**src/rtl/multdiv_ctrl_pkg.sv**
```systemverilog
// Shared decode constants, status codes and FSM encoding for the
// iterative multiply/divide sequencer.
package multdiv_ctrl_pkg;

  localparam int XLEN = 32;

  localparam logic [4:0] OP_RTYPE = 5'b00000;
  localparam logic [4:0] ALU_MULT = 5'b00110;
  localparam logic [4:0] ALU_DIV  = 5'b00111;

  localparam int IR_OPC_HI = 31;
  localparam int IR_OPC_LO = 27;
  localparam int IR_RD_HI  = 26;
  localparam int IR_RD_LO  = 22;
  localparam int IR_ALU_HI = 6;
  localparam int IR_ALU_LO = 2;

  localparam logic [31:0] RS_MUL_OVF = 32'd4;
  localparam logic [31:0] RS_DIV_EXC = 32'd5;

  localparam logic [31:0] INT_MIN = 32'h8000_0000;

  typedef enum logic [1:0] {
    MD_IDLE,
    MD_RUN,
    MD_DONE
  } md_state_e;

  typedef struct packed {
    logic       start;
    logic       is_div;
    logic [4:0] rd;
  } md_dec_t;

  function automatic md_dec_t md_decode(
    input logic [31:0] ir
  );
    md_dec_t    d;
    logic [4:0] opc;
    logic [4:0] alu;
    opc  = ir[IR_OPC_HI:IR_OPC_LO];
    alu  = ir[IR_ALU_HI:IR_ALU_LO];
    d    = '0;
    d.rd = ir[IR_RD_HI:IR_RD_LO];
    unique case (1'b1)
      (opc == OP_RTYPE && alu == ALU_MULT): begin
        d.start = 1'b1;
      end
      (opc == OP_RTYPE && alu == ALU_DIV): begin
        d.start  = 1'b1;
        d.is_div = 1'b1;
      end
      default: ;
    endcase
    return d;
  endfunction

  function automatic logic [31:0] mag(
    input logic [31:0] x
  );
    return x[31] ? -x : x;
  endfunction

endpackage

```
**src/rtl/multdiv_iter_core.sv**
```systemverilog
// Shared Booth multiply / restoring divide datapath; one step per
// cycle, with the post-step result and exception flag exposed.
module multdiv_iter_core
  import multdiv_ctrl_pkg::*;
(
  input  logic        clock,
  input  logic        reset,
  input  logic        load,
  input  logic        step,
  input  logic        is_div,
  input  logic [31:0] op_a,
  input  logic [31:0] op_b,
  output logic        fast,
  output logic [31:0] res_nxt,
  output logic        exc_nxt
);

  // hi: Booth accumulator or partial remainder (33b to absorb INT_MIN)
  // lo: multiplier / dividend, shifting into product low / quotient
  logic [32:0] hi;
  logic [31:0] lo;
  logic [31:0] m;
  logic        qm1;
  logic        div_q;
  logic        neg_q;
  logic        dz_q;
  logic        dov_q;
  logic        fast_q;

  logic [32:0] m_ext;
  logic [32:0] sum;
  logic [32:0] sh;
  logic [32:0] diff;
  logic [32:0] hi_n;
  logic [31:0] lo_n;
  logic        qm1_n;
  logic [63:0] prod;
  logic [31:0] quo;

  logic ld_dz;
  logic ld_dov;

  assign ld_dz  = is_div && op_b == '0;
  assign ld_dov = is_div && op_a == INT_MIN
               && op_b == '1;

  always_comb begin
    m_ext = {m[31], m};
    unique case ({lo[0], qm1})
      2'b01:   sum = hi + m_ext;
      2'b10:   sum = hi - m_ext;
      default: sum = hi;
    endcase
    sh   = {hi[31:0], lo[31]};
    diff = sh - {1'b0, m};
    if (div_q) begin
      qm1_n = qm1;
      if (!diff[32]) begin
        hi_n = diff;
        lo_n = {lo[30:0], 1'b1};
      end else begin
        hi_n = sh;
        lo_n = {lo[30:0], 1'b0};
      end
    end else begin
      hi_n  = {sum[32], sum[32:1]};
      lo_n  = {sum[0], lo[31:1]};
      qm1_n = lo[0];
    end
  end

  assign prod = {hi_n[31:0], lo_n};
  assign quo  = neg_q ? -lo_n : lo_n;

  // Zero operands and div exceptions have closed-form answers, so the
  // result never depends on how many steps were actually taken.
  always_comb begin
    res_nxt = '0;
    exc_nxt = 1'b0;
    if (fast_q) begin
      res_nxt = dov_q ? INT_MIN : '0;
      exc_nxt = dz_q | dov_q;
    end else if (div_q) begin
      res_nxt = quo;
      exc_nxt = 1'b0;
    end else begin
      res_nxt = prod[31:0];
      exc_nxt = prod[63:32] != {32{prod[31]}};
    end
  end

  assign fast = fast_q;

  always_ff @(posedge clock) begin
    if (reset) begin
      hi     <= '0;
      lo     <= '0;
      m      <= '0;
      qm1    <= 1'b0;
      div_q  <= 1'b0;
      neg_q  <= 1'b0;
      dz_q   <= 1'b0;
      dov_q  <= 1'b0;
      fast_q <= 1'b0;
    end else if (load) begin
      hi     <= '0;
      lo     <= is_div ? mag(op_a) : op_b;
      m      <= is_div ? mag(op_b) : op_a;
      qm1    <= 1'b0;
      div_q  <= is_div;
      neg_q  <= op_a[31] ^ op_b[31];
      dz_q   <= ld_dz;
      dov_q  <= ld_dov;
      fast_q <= op_a == '0 || op_b == '0
             || ld_dz || ld_dov;
    end else if (step) begin
      hi  <= hi_n;
      lo  <= lo_n;
      qm1 <= qm1_n;
    end
  end

endmodule

```
**src/rtl/multdiv_ctrl.sv**
```systemverilog
// Multiply/divide sequencer: FSM, iteration counter and result
// registers. Build option: MULTDIV_EARLY_DONE_EN (short-circuit ops).
module multdiv_ctrl
  import multdiv_ctrl_pkg::*;
#(
  parameter int          ITERS           = 32,
  parameter logic [31:0] RSTATUS_MUL_OVF = RS_MUL_OVF,
  parameter logic [31:0] RSTATUS_DIV_EXC = RS_DIV_EXC
) (
  input  logic        clock,
  input  logic        reset,
  input  logic [31:0] dx_ir_in,
  input  logic [31:0] dx_operand_a,
  input  logic [31:0] dx_operand_b,
  output logic        multdiv_is_running,
  output logic        multdiv_result_ready,
  output logic [31:0] multdiv_result,
  output logic [4:0]  multdiv_rd,
  output logic        multdiv_exception,
  output logic [31:0] multdiv_rstatus
);

  localparam int CW = $clog2(ITERS);
  localparam logic [CW-1:0] LAST = CW'(ITERS - 1);

`ifdef MULTDIV_EARLY_DONE_EN
  localparam bit EARLY = 1'b1;
`else
  localparam bit EARLY = 1'b0;
`endif

  md_state_e     state;
  logic [CW-1:0] count;
  logic [4:0]    rd_q;
  logic          div_q;

  md_dec_t     dec;
  logic        load;
  logic        step;
  logic        finish;
  logic        fast;
  logic [31:0] res_nxt;
  logic        exc_nxt;

  assign dec  = md_decode(dx_ir_in);
  assign step = state == MD_RUN;
  assign load = dec.start && !step;

  assign finish = step
               && (count == LAST || (EARLY && fast));

  multdiv_iter_core u_core (
    .clock   (clock),
    .reset   (reset),
    .load    (load),
    .step    (step),
    .is_div  (dec.is_div),
    .op_a    (dx_operand_a),
    .op_b    (dx_operand_b),
    .fast    (fast),
    .res_nxt (res_nxt),
    .exc_nxt (exc_nxt)
  );

  always_ff @(posedge clock) begin
    if (reset) begin
      state                <= MD_IDLE;
      count                <= '0;
      rd_q                 <= '0;
      div_q                <= 1'b0;
      multdiv_is_running   <= 1'b0;
      multdiv_result_ready <= 1'b0;
      multdiv_result       <= '0;
      multdiv_rd           <= '0;
      multdiv_exception    <= 1'b0;
      multdiv_rstatus      <= '0;
    end else begin
      multdiv_result_ready <= 1'b0;
      unique case (state)
        MD_IDLE, MD_DONE: begin
          if (load) begin
            state              <= MD_RUN;
            count              <= '0;
            rd_q               <= dec.rd;
            div_q              <= dec.is_div;
            multdiv_is_running <= 1'b1;
          end else begin
            state <= MD_IDLE;
          end
        end
        MD_RUN: begin
          count <= count + 1'b1;
          if (finish) begin
            state                <= MD_DONE;
            multdiv_is_running   <= 1'b0;
            multdiv_result_ready <= 1'b1;
            multdiv_result       <= res_nxt;
            multdiv_rd           <= rd_q;
            multdiv_exception    <= exc_nxt;
            multdiv_rstatus      <= !exc_nxt ? '0
                                  : div_q ? RSTATUS_DIV_EXC
                                  : RSTATUS_MUL_OVF;
          end
        end
        default: state <= MD_IDLE;
      endcase
    end
  end

endmodule

```
**config.mk**
```make
export PLATFORM = sky130hd
export DESIGN_NAME = multdiv_ctrl
export DESIGN_NICKNAME = d
export VERILOG_FILES = /design/src/rtl/multdiv_ctrl_pkg.sv /design/src/rtl/multdiv_iter_core.sv /design/src/rtl/multdiv_ctrl.sv
export SDC_FILE = /design/constraint.sdc
export NUM_CORES = 1
export LEC_CHECK = 0
export CORE_UTILIZATION = 50
export DETAILED_ROUTE_END_ITERATION = 7
export PLACE_DENSITY = 0.74
export SYNTH_ARGS = -nofsm -noshare
export SYNTH_HDL_FRONTEND = slang
export SYNTH_SLANG_ARGS = --single-unit
```
**constraint.sdc**
```tcl
create_clock -name clock -period 6.5 [get_ports clock]
set_clock_uncertainty 0.2 [all_clocks]
set_input_delay 1.3 -clock clock [delete_from_list [all_inputs] [get_ports clock]]
set_output_delay 1.3 -clock clock [all_outputs]
set_load 0.03 [all_outputs]
```
==> flow_summary.ini, run 1 <==
[finish]
num_antenna_cells = 0
fin_nets = 2229
drive_gt1_share_pct = 6.235
synthToLayoutAreaGrowth_pct = 13.52
fin_area_um2 = 16550
fin_util_pct = 57.65
final_common_cell = nor2_1
most-common-layout-cells = nor2_1, a21oi_1, nand2_1

[timing]
finalCritPeriodShare_pct = 94.56
max_slew_margin_pct = 16.41
fmax_mhz = 162.7
finalSetupViolations = 0
setup_tns_ns = 0
min_period_ns = 6.147
holdWs_ns = 0.2560
finalHoldViolCount = 0
maxSlewViolCount = 0
tightest_slew_ns = 1.250

[global_routing]
grt_pass1_wl_um = 74800
grt_pass1_vias = 14070
gr-total-overflow = 0
antenna_found_initial = 0
grtUsageTotal_pct = 30.82
grt_max_degree = 92

[clock_tree]
cts_tree = built
worst_skew_pair.late_latency_ns = 0.43
clk_pin_slew_ns = 0.07
cts_hold_repair.buffers = 0
cts.sinks = 157
htreeDepth = 4
cts-root-buf = clkbuf_16
clk_path_buf_depth = 2
cts_buffers = 17

[synth]
synth_fa_ha_area_share_pct = 6.540
synthFlopType = dfxtp_1
synth_edf_count = 0
synth_area_um2 = 14580
synth_cell_types = 84
synthArstFlopShare_pct = 0
synth_top_family_by_area = compound AO/OA/AOI/OAI gates
ys_ff_latch = 157
synth_compound_area_share_pct = 30.37
synthTopCellsByArea = dfxtp_1, a211oi_1, a21oi_1, nor2_1, ha_1
yosysTopAreaCellShare_pct = 21.56
seq_area_frac_synth_pct = 21.56
synth_xor_area_share_pct = 9.733
yosys_warnings = 0
syn_area_per_cell_um2 = 7.256
synth_cells = 2009
synth.area.mux_share_pct = 3.502
yosys.area_share.simple_pct = 21.24
synth_top_area_cell = dfxtp_1

[floorplanning]
dieArea_um2 = 29840
io_pins = 170
rows = 62
core-area_um2 = 28700
die_w_um = 172.8
initial_core_util_pct = 50.79
fp.dieH_um = 172.8

[setup_path]
crit_start = u_core.m[7]$_SDFFE_PP0P_
regToRegStartpoint = u_core.m[7]$_SDFFE_PP0P_
worstPathArrival_ns = 6.31
required_ns = 6.66
crit_fanout = 7
r2r_cells = 25
path_class = flip-flop to flip-flop
startpoint_type = flip-flop
ff2ff_setup_slack_ns = 0.35
rr_endpoint = multdiv_result[31]$_SDFFE_PP0P_
endpoint_kind = flip-flop

[power]
power.density_nw_per_um2 = 139.5
ir_worst_vdd_mv = 0.1877
leakagePower_nw = 6.349
power_mw = 2.308

[min_path]
whs_path_depth = 2
holdPathEnd = rd_q[4]$_SDFFE_PP0P_
holdCritStartpoint = rd_q[4]$_SDFFE_PP0P_
hp-class = flip-flop to flip-flop

[drt]
wire_per_inst_um = 19.31
dr.pass1.iters = 6
remaining_drc_errors = 0
wl_met3_um = 3424
initialDrtViolationCount = 1308
ant_nets = 0
routed_wl_um = 47360
wl_met1_um = 20970
vias_per_cell = 6.258
vias = 15350
dr_wl_met2_um = 21370
top_layer_used = met4

[placement]
place_area_um2 = 15940
dpl.hpwl_um = 35470
port_buffers = 122
gp_congestion = 0.9671

[run_status]
status = finished, final reports clean

[run]
cap_violations = 0
[Yosys cell counts, types with 27 or more instances]
master / number
dfxtp_1: 157
nor2_1: 251
inv_1: 58
a22oi_1: 34
a211oi_1: 132
a21o_1: 32
xor2_1: 85
nand3_1: 31
buf_4: 36
clkbuf_1: 114
nand2_1: 180
o21ai_0: 81
o31ai_1: 32
xnor2_1: 77
ha_1: 73
nor3_1: 52
a21oi_1: 196
nand4_1: 27
mux2i_1: 42
[sequential cells by signal (all words and copies together), names as in the netlist]
name	cells
u_core.fast	1
count	5
u_core.hi	33
u_core.lo	32
multdiv_rstatus	2
state	2
u_core.dov_q	1
multdiv_is_running	1
u_core.div_q	1
u_core.qm1	1
u_core.m	32
rd_q	5
multdiv_rd	5
multdiv_result	32
multdiv_result_ready	1
div_q	1
u_core.dz_q	1
u_core.neg_q	1
[worst max-delay path by stage]
stage | endpoint | slack (ns) | cells past startpoint
final | multdiv_result[31]$_SDFFE_PP0P_ | 0.35 | 25
after global routing | multdiv_result[30]$_SDFFE_PP0P_ | -0.007 | 28
after CTS | multdiv_result[31]$_SDFFE_PP0P_ | 0.16 | 27
after detailed placement | multdiv_result[31]$_SDFFE_PP0P_ | 0.21 | 27
after global placement | multdiv_result[31]$_SDFFE_PP0P_ | 0.25 | 27
after floorplan | multdiv_result[30]$_SDFFE_PP0P_ | 0.55 | 27
[metrics by stage]
stage / setup WS, ns / instances
after floorplan: 0.5461 / 2038
after global placement: 0.2472 / 2420
after CTS: 0.1628 / 2452
after detailed placement: 0.2109 / 2420
final: 0.3535 / 2453
after global routing: -0.007072 / 2453
[logic make-up (layout without fill, tap and decap cells)]
family | after synthesis | in the layout
compound gates | 665 | 665
xor+xnor | 162 | 162
fa+ha+maj | 75 | 75
buf+inv | 228 | 259
flops | 157 | 157
mux | 50 | 50
other cells | 1 | 30
simple gates | 671 | 671
[worst max-delay path: stages, from the launching register on]
cell and delay [ns]:
dfxtp_1 0.42, inv_1 0.12, ha_1 0.42, and2_1 0.21, o2111ai_1 0.13, a2111o_1 0.48
a211oi_2 0.33, o21ai_0 0.14, nand4b_1 0.16, a21o_1 0.13, a21o_1 0.12, ha_1 0.28
nand2b_1 0.19, nor2_2 0.17, o2111ai_1 0.18, nor4_2 0.28, and3_4 0.27, o2111ai_1 0.17
or4_1 0.57, o31ai_1 0.27, buf_4 0.17, xnor2_1 0.11, a21oi_1 0.09, o21ai_1 0.23
o21ai_0 0.12, nor2_1 0.09
[timing repair]
action                                 CTS  global route
gates resized for setup                  0            11
setup buffers                            0             1
endpoints found under the hold margin    0             0
setup endpoints to repair                0            10
[where the power goes]
group	switching (mW)	total, mW	internal [mW]
clock network	0.438	0.981	0.542
registers	0.00227	0.965	0.962
logic	0.217	0.362	0.146
total	0.657	2.31	1.65
[metal layers]
| metal | GRT usage [%] | vias up |
|---|---|---|
| met3 | 3.518 | 83 |
| met1 | 42.49 | 7206 |
| met2 | 48.99 | 686 |
| li1 | - | 7375 |
| met4 | 12.21 | 0 |
| met5 | 0 | - |
[area by class of cell]
| cell class | instances | area (um^2) |
|---|---|---|
| inverter | 58 | 217.7 |
| clock buffer | 21 | 450.4 |
| fill | 2716 | 12150 |
| sequential | 157 | 3147 |
| tap | 384 | 480.5 |
| timing repair buffer | 169 | 1567 |
| multi-input combinational | 1653 | 10580 |
| clock inverter | 11 | 110.1 |
Power figures use the tool's default switching activity.
==> run 2: changes to the inputs <==
--- a/config.mk
+++ b/config.mk
@@ -5,9 +5,11 @@
 export SDC_FILE = /design/constraint.sdc
 export NUM_CORES = 1
 export LEC_CHECK = 0
-export CORE_UTILIZATION = 50
+export CELL_PAD_IN_SITES_DETAIL_PLACEMENT = 0
+export CELL_PAD_IN_SITES_GLOBAL_PLACEMENT = 1
+export CORE_UTILIZATION = 42
 export DETAILED_ROUTE_END_ITERATION = 7
-export PLACE_DENSITY = 0.74
+export PLACE_DENSITY = 0.84
 export SYNTH_ARGS = -nofsm -noshare
 export SYNTH_HDL_FRONTEND = slang
 export SYNTH_SLANG_ARGS = --single-unit
==> run 2 against run 1 <==
  * First-iteration DRC count fell by 13%
  * Count of clock-buffer cells in the layout shrank 3
  * Critical path depth fell by 1
  * Sequential share of layout area decreased by 0.13 points
  * Via count is 1.1% lower
  * Sequential cell count unchanged
  * Non-clock buffer count is 4 higher
  * Final area increased by 0.70%
  * Clock power barely moved
  * Maximum frequency grew 1.2%
  * Largest cell class unchanged
  * Largest power group unchanged
  * Highest routed layer unchanged
==> flow_summary.ini, run 2 (same netlist as run 1, synthesis figures left out) <==
[power]
p_comb_share_pct = 15.6
switching_share_pct = 28.20
seq_power_share_pct = 41.4
power_frac_clock_pct = 43.0
ir_worst_vdd_mv = 0.1512
power_mw = 2.333
p_switching_mw = 0.6580
intPower_mw = 1.675
leakagePower_nw = 6.378
power.density_nw_per_um2 = 140.0

[global_routing]
grt_pass1_vias = 13580
antenna_found_initial = 0
gr-total-overflow = 0
grt_max_degree = 88
grtUsageTotal_pct = 26.47
grt_pass1_wl_um = 75240

[min_path]
whs_path_depth = 2
hp-class = flip-flop to flip-flop

[placement]
place_ws_ns = 0.2896
dpl.hpwl_um = 36660
place_area_um2 = 16060
port_buffers = 122
gp_congestion = 0.9495

[setup_path]
ff2ff_setup_slack_ns = 0.43
r2r_cells = 24
worstPathArrival_ns = 6.15
path_class = flip-flop to flip-flop
startpoint_type = flip-flop
crit_fanout = 38
slowest_delay_ns = 0.49
crit_path_cell_trace = inv_1 -> ha_1 -> inv_1 -> fa_1 -> a211oi_2 -> o21a_1 -> a2111o_1 -> a211oi_2 -> o21ai_0 -> nand4b_1 -> a21o_1 -> a21o_1 -> ha_1 -> buf_6 -> nand2_1 -> o41ai_1 -> a311o_1 -> o21ai_1 -> or4_1 -> nor4_1 -> mux2i_1 -> a2111o_1 -> nand4_1 -> a21oi_1
required_ns = 6.58
endpoint_kind = flip-flop
crit_path_top_delay_cell = o41ai_1

[drt]
dr.pass1.iters = 5
routed_wl_um = 48380
initialDrtViolationCount = 1136
ant_nets = 0
remaining_drc_errors = 0
vias_per_cell = 6.028
wire_per_inst_um = 19.20
vias = 15180

[finish]
drive_gt1_share_pct = 6.181
multi_input_area_um2 = 10570
fin_nets = 2233
fin_area_um2 = 16660
nFillCells = 3401
top_register = u_core.hi
most-common-layout-cells = nor2_1, a21oi_1, nand2_1
register_area_um2 = 3147
num_antenna_cells = 0
final_common_cell = nor2_1
largest_reg_flops = 33
synthToLayoutAreaGrowth_pct = 14.32

[clock_tree]
cts_hold_repair.buffers = 0
cts_setup_buffers = 0
cts-root-buf = clkbuf_16
cts.sinks = 157
clk_path_buf_depth = 2
worst_skew_pair.late_latency_ns = 0.43
cts_buffers = 17
cts_tree = built
clk_pin_slew_ns = 0.06
htreeDepth = 4
cts_resized = 0

[run_status]
status = finished, final reports clean

[floorplanning]
dieArea_um2 = 35460
fp.dieH_um = 188.3
io_pins = 170
initial_core_util_pct = 43.04
core-area_um2 = 33870
die_w_um = 188.3
rows = 67

[timing]
max_slew_margin_pct = 12.79
fmax_mhz = 164.7
maxSlewViolCount = 0
finalHoldViolCount = 0
finalCritPeriodShare_pct = 93.42
fin_ws_ns = 0.4274
tightest_slew_ns = 1.307
holdWs_ns = 0.2529
finalSetupViolations = 0
min_period_ns = 6.073

[run]
cap_violations = 0
-- run 2: changes by cell type in the layout (fill, tap and decap cells not counted), moves of 2 or more --
| cell | previous run | this run |
|---|---|---|
| clkbuf_1 | 3 | 1 |
| buf_4 | 48 | 51 |
| a21oi_2 | 4 | 2 |
| a21oi_1 | 194 | 196 |
-- run 2: worst paths after layout --
| path | start | end |
|---|---|---|
| max reg2reg | u_core.lo[31]$_SDFFE_PP0P_ | multdiv_rstatus[0]$_SDFFE_PP0P_ |
| min | rd_q[1]$_SDFFE_PP0P_ | multdiv_rd[1]$_SDFFE_PP0P_ |
| min reg2reg | rd_q[1]$_SDFFE_PP0P_ | multdiv_rd[1]$_SDFFE_PP0P_ |
| max | u_core.lo[31]$_SDFFE_PP0P_ | multdiv_rstatus[0]$_SDFFE_PP0P_ |
-- run 2: worst max-delay path: cells and delay by family, from the launching register on --
family                   cells  cell delay, ns
multiplexers                 1            0.11
AND/OR/NAND/NOR              5            1.10
buffers and inverters        3            0.46
AO/OA/AOI/OAI               12            2.73
flip-flops                   1            0.32
adder cells (fa/ha/maj)      3            0.98
-- run 2: cell type report --
class	instances	share of cell area [%]
multi-input combinational	1653	63.43
sequential	157	18.88
timing repair buffer	173	9.603
tap	448	3.364
clock buffer	18	2.575
inverter	58	1.306
clock inverter	12	0.8409
-- run 2: power groups by stage --
stage	sequential, mW	combinational [mW]	clock, mW
after global placement	0.986	0.354	0
after floorplan	0.986	0.241	0
final	0.965	0.364	1.00
after global routing	0.964	0.393	1.05
after detailed placement	0.986	0.357	0
after CTS	0.965	0.359	1.02
-- run 2: per-layer routing --
metal / global-route usage [%] / up-vias / wire, um
met5: 0 / - / 0
met4: 8.065 / 0 / 1177
met3: 2.645 / 46 / 2807
met2: 42.41 / 465 / 21730
met1: 37.28 / 7277 / 22660
li1: - / 7396 / -
-- run 2: metrics by stage --
step                utilization [%]   TNS, ns  std cells
global placement              47.41         0       2489
CTS                           49.09         0       2519
global route                  49.21  -0.02154       2519
detailed placement            47.41         0       2489
finish                        49.21         0       2519
floorplan                         -         0       2038
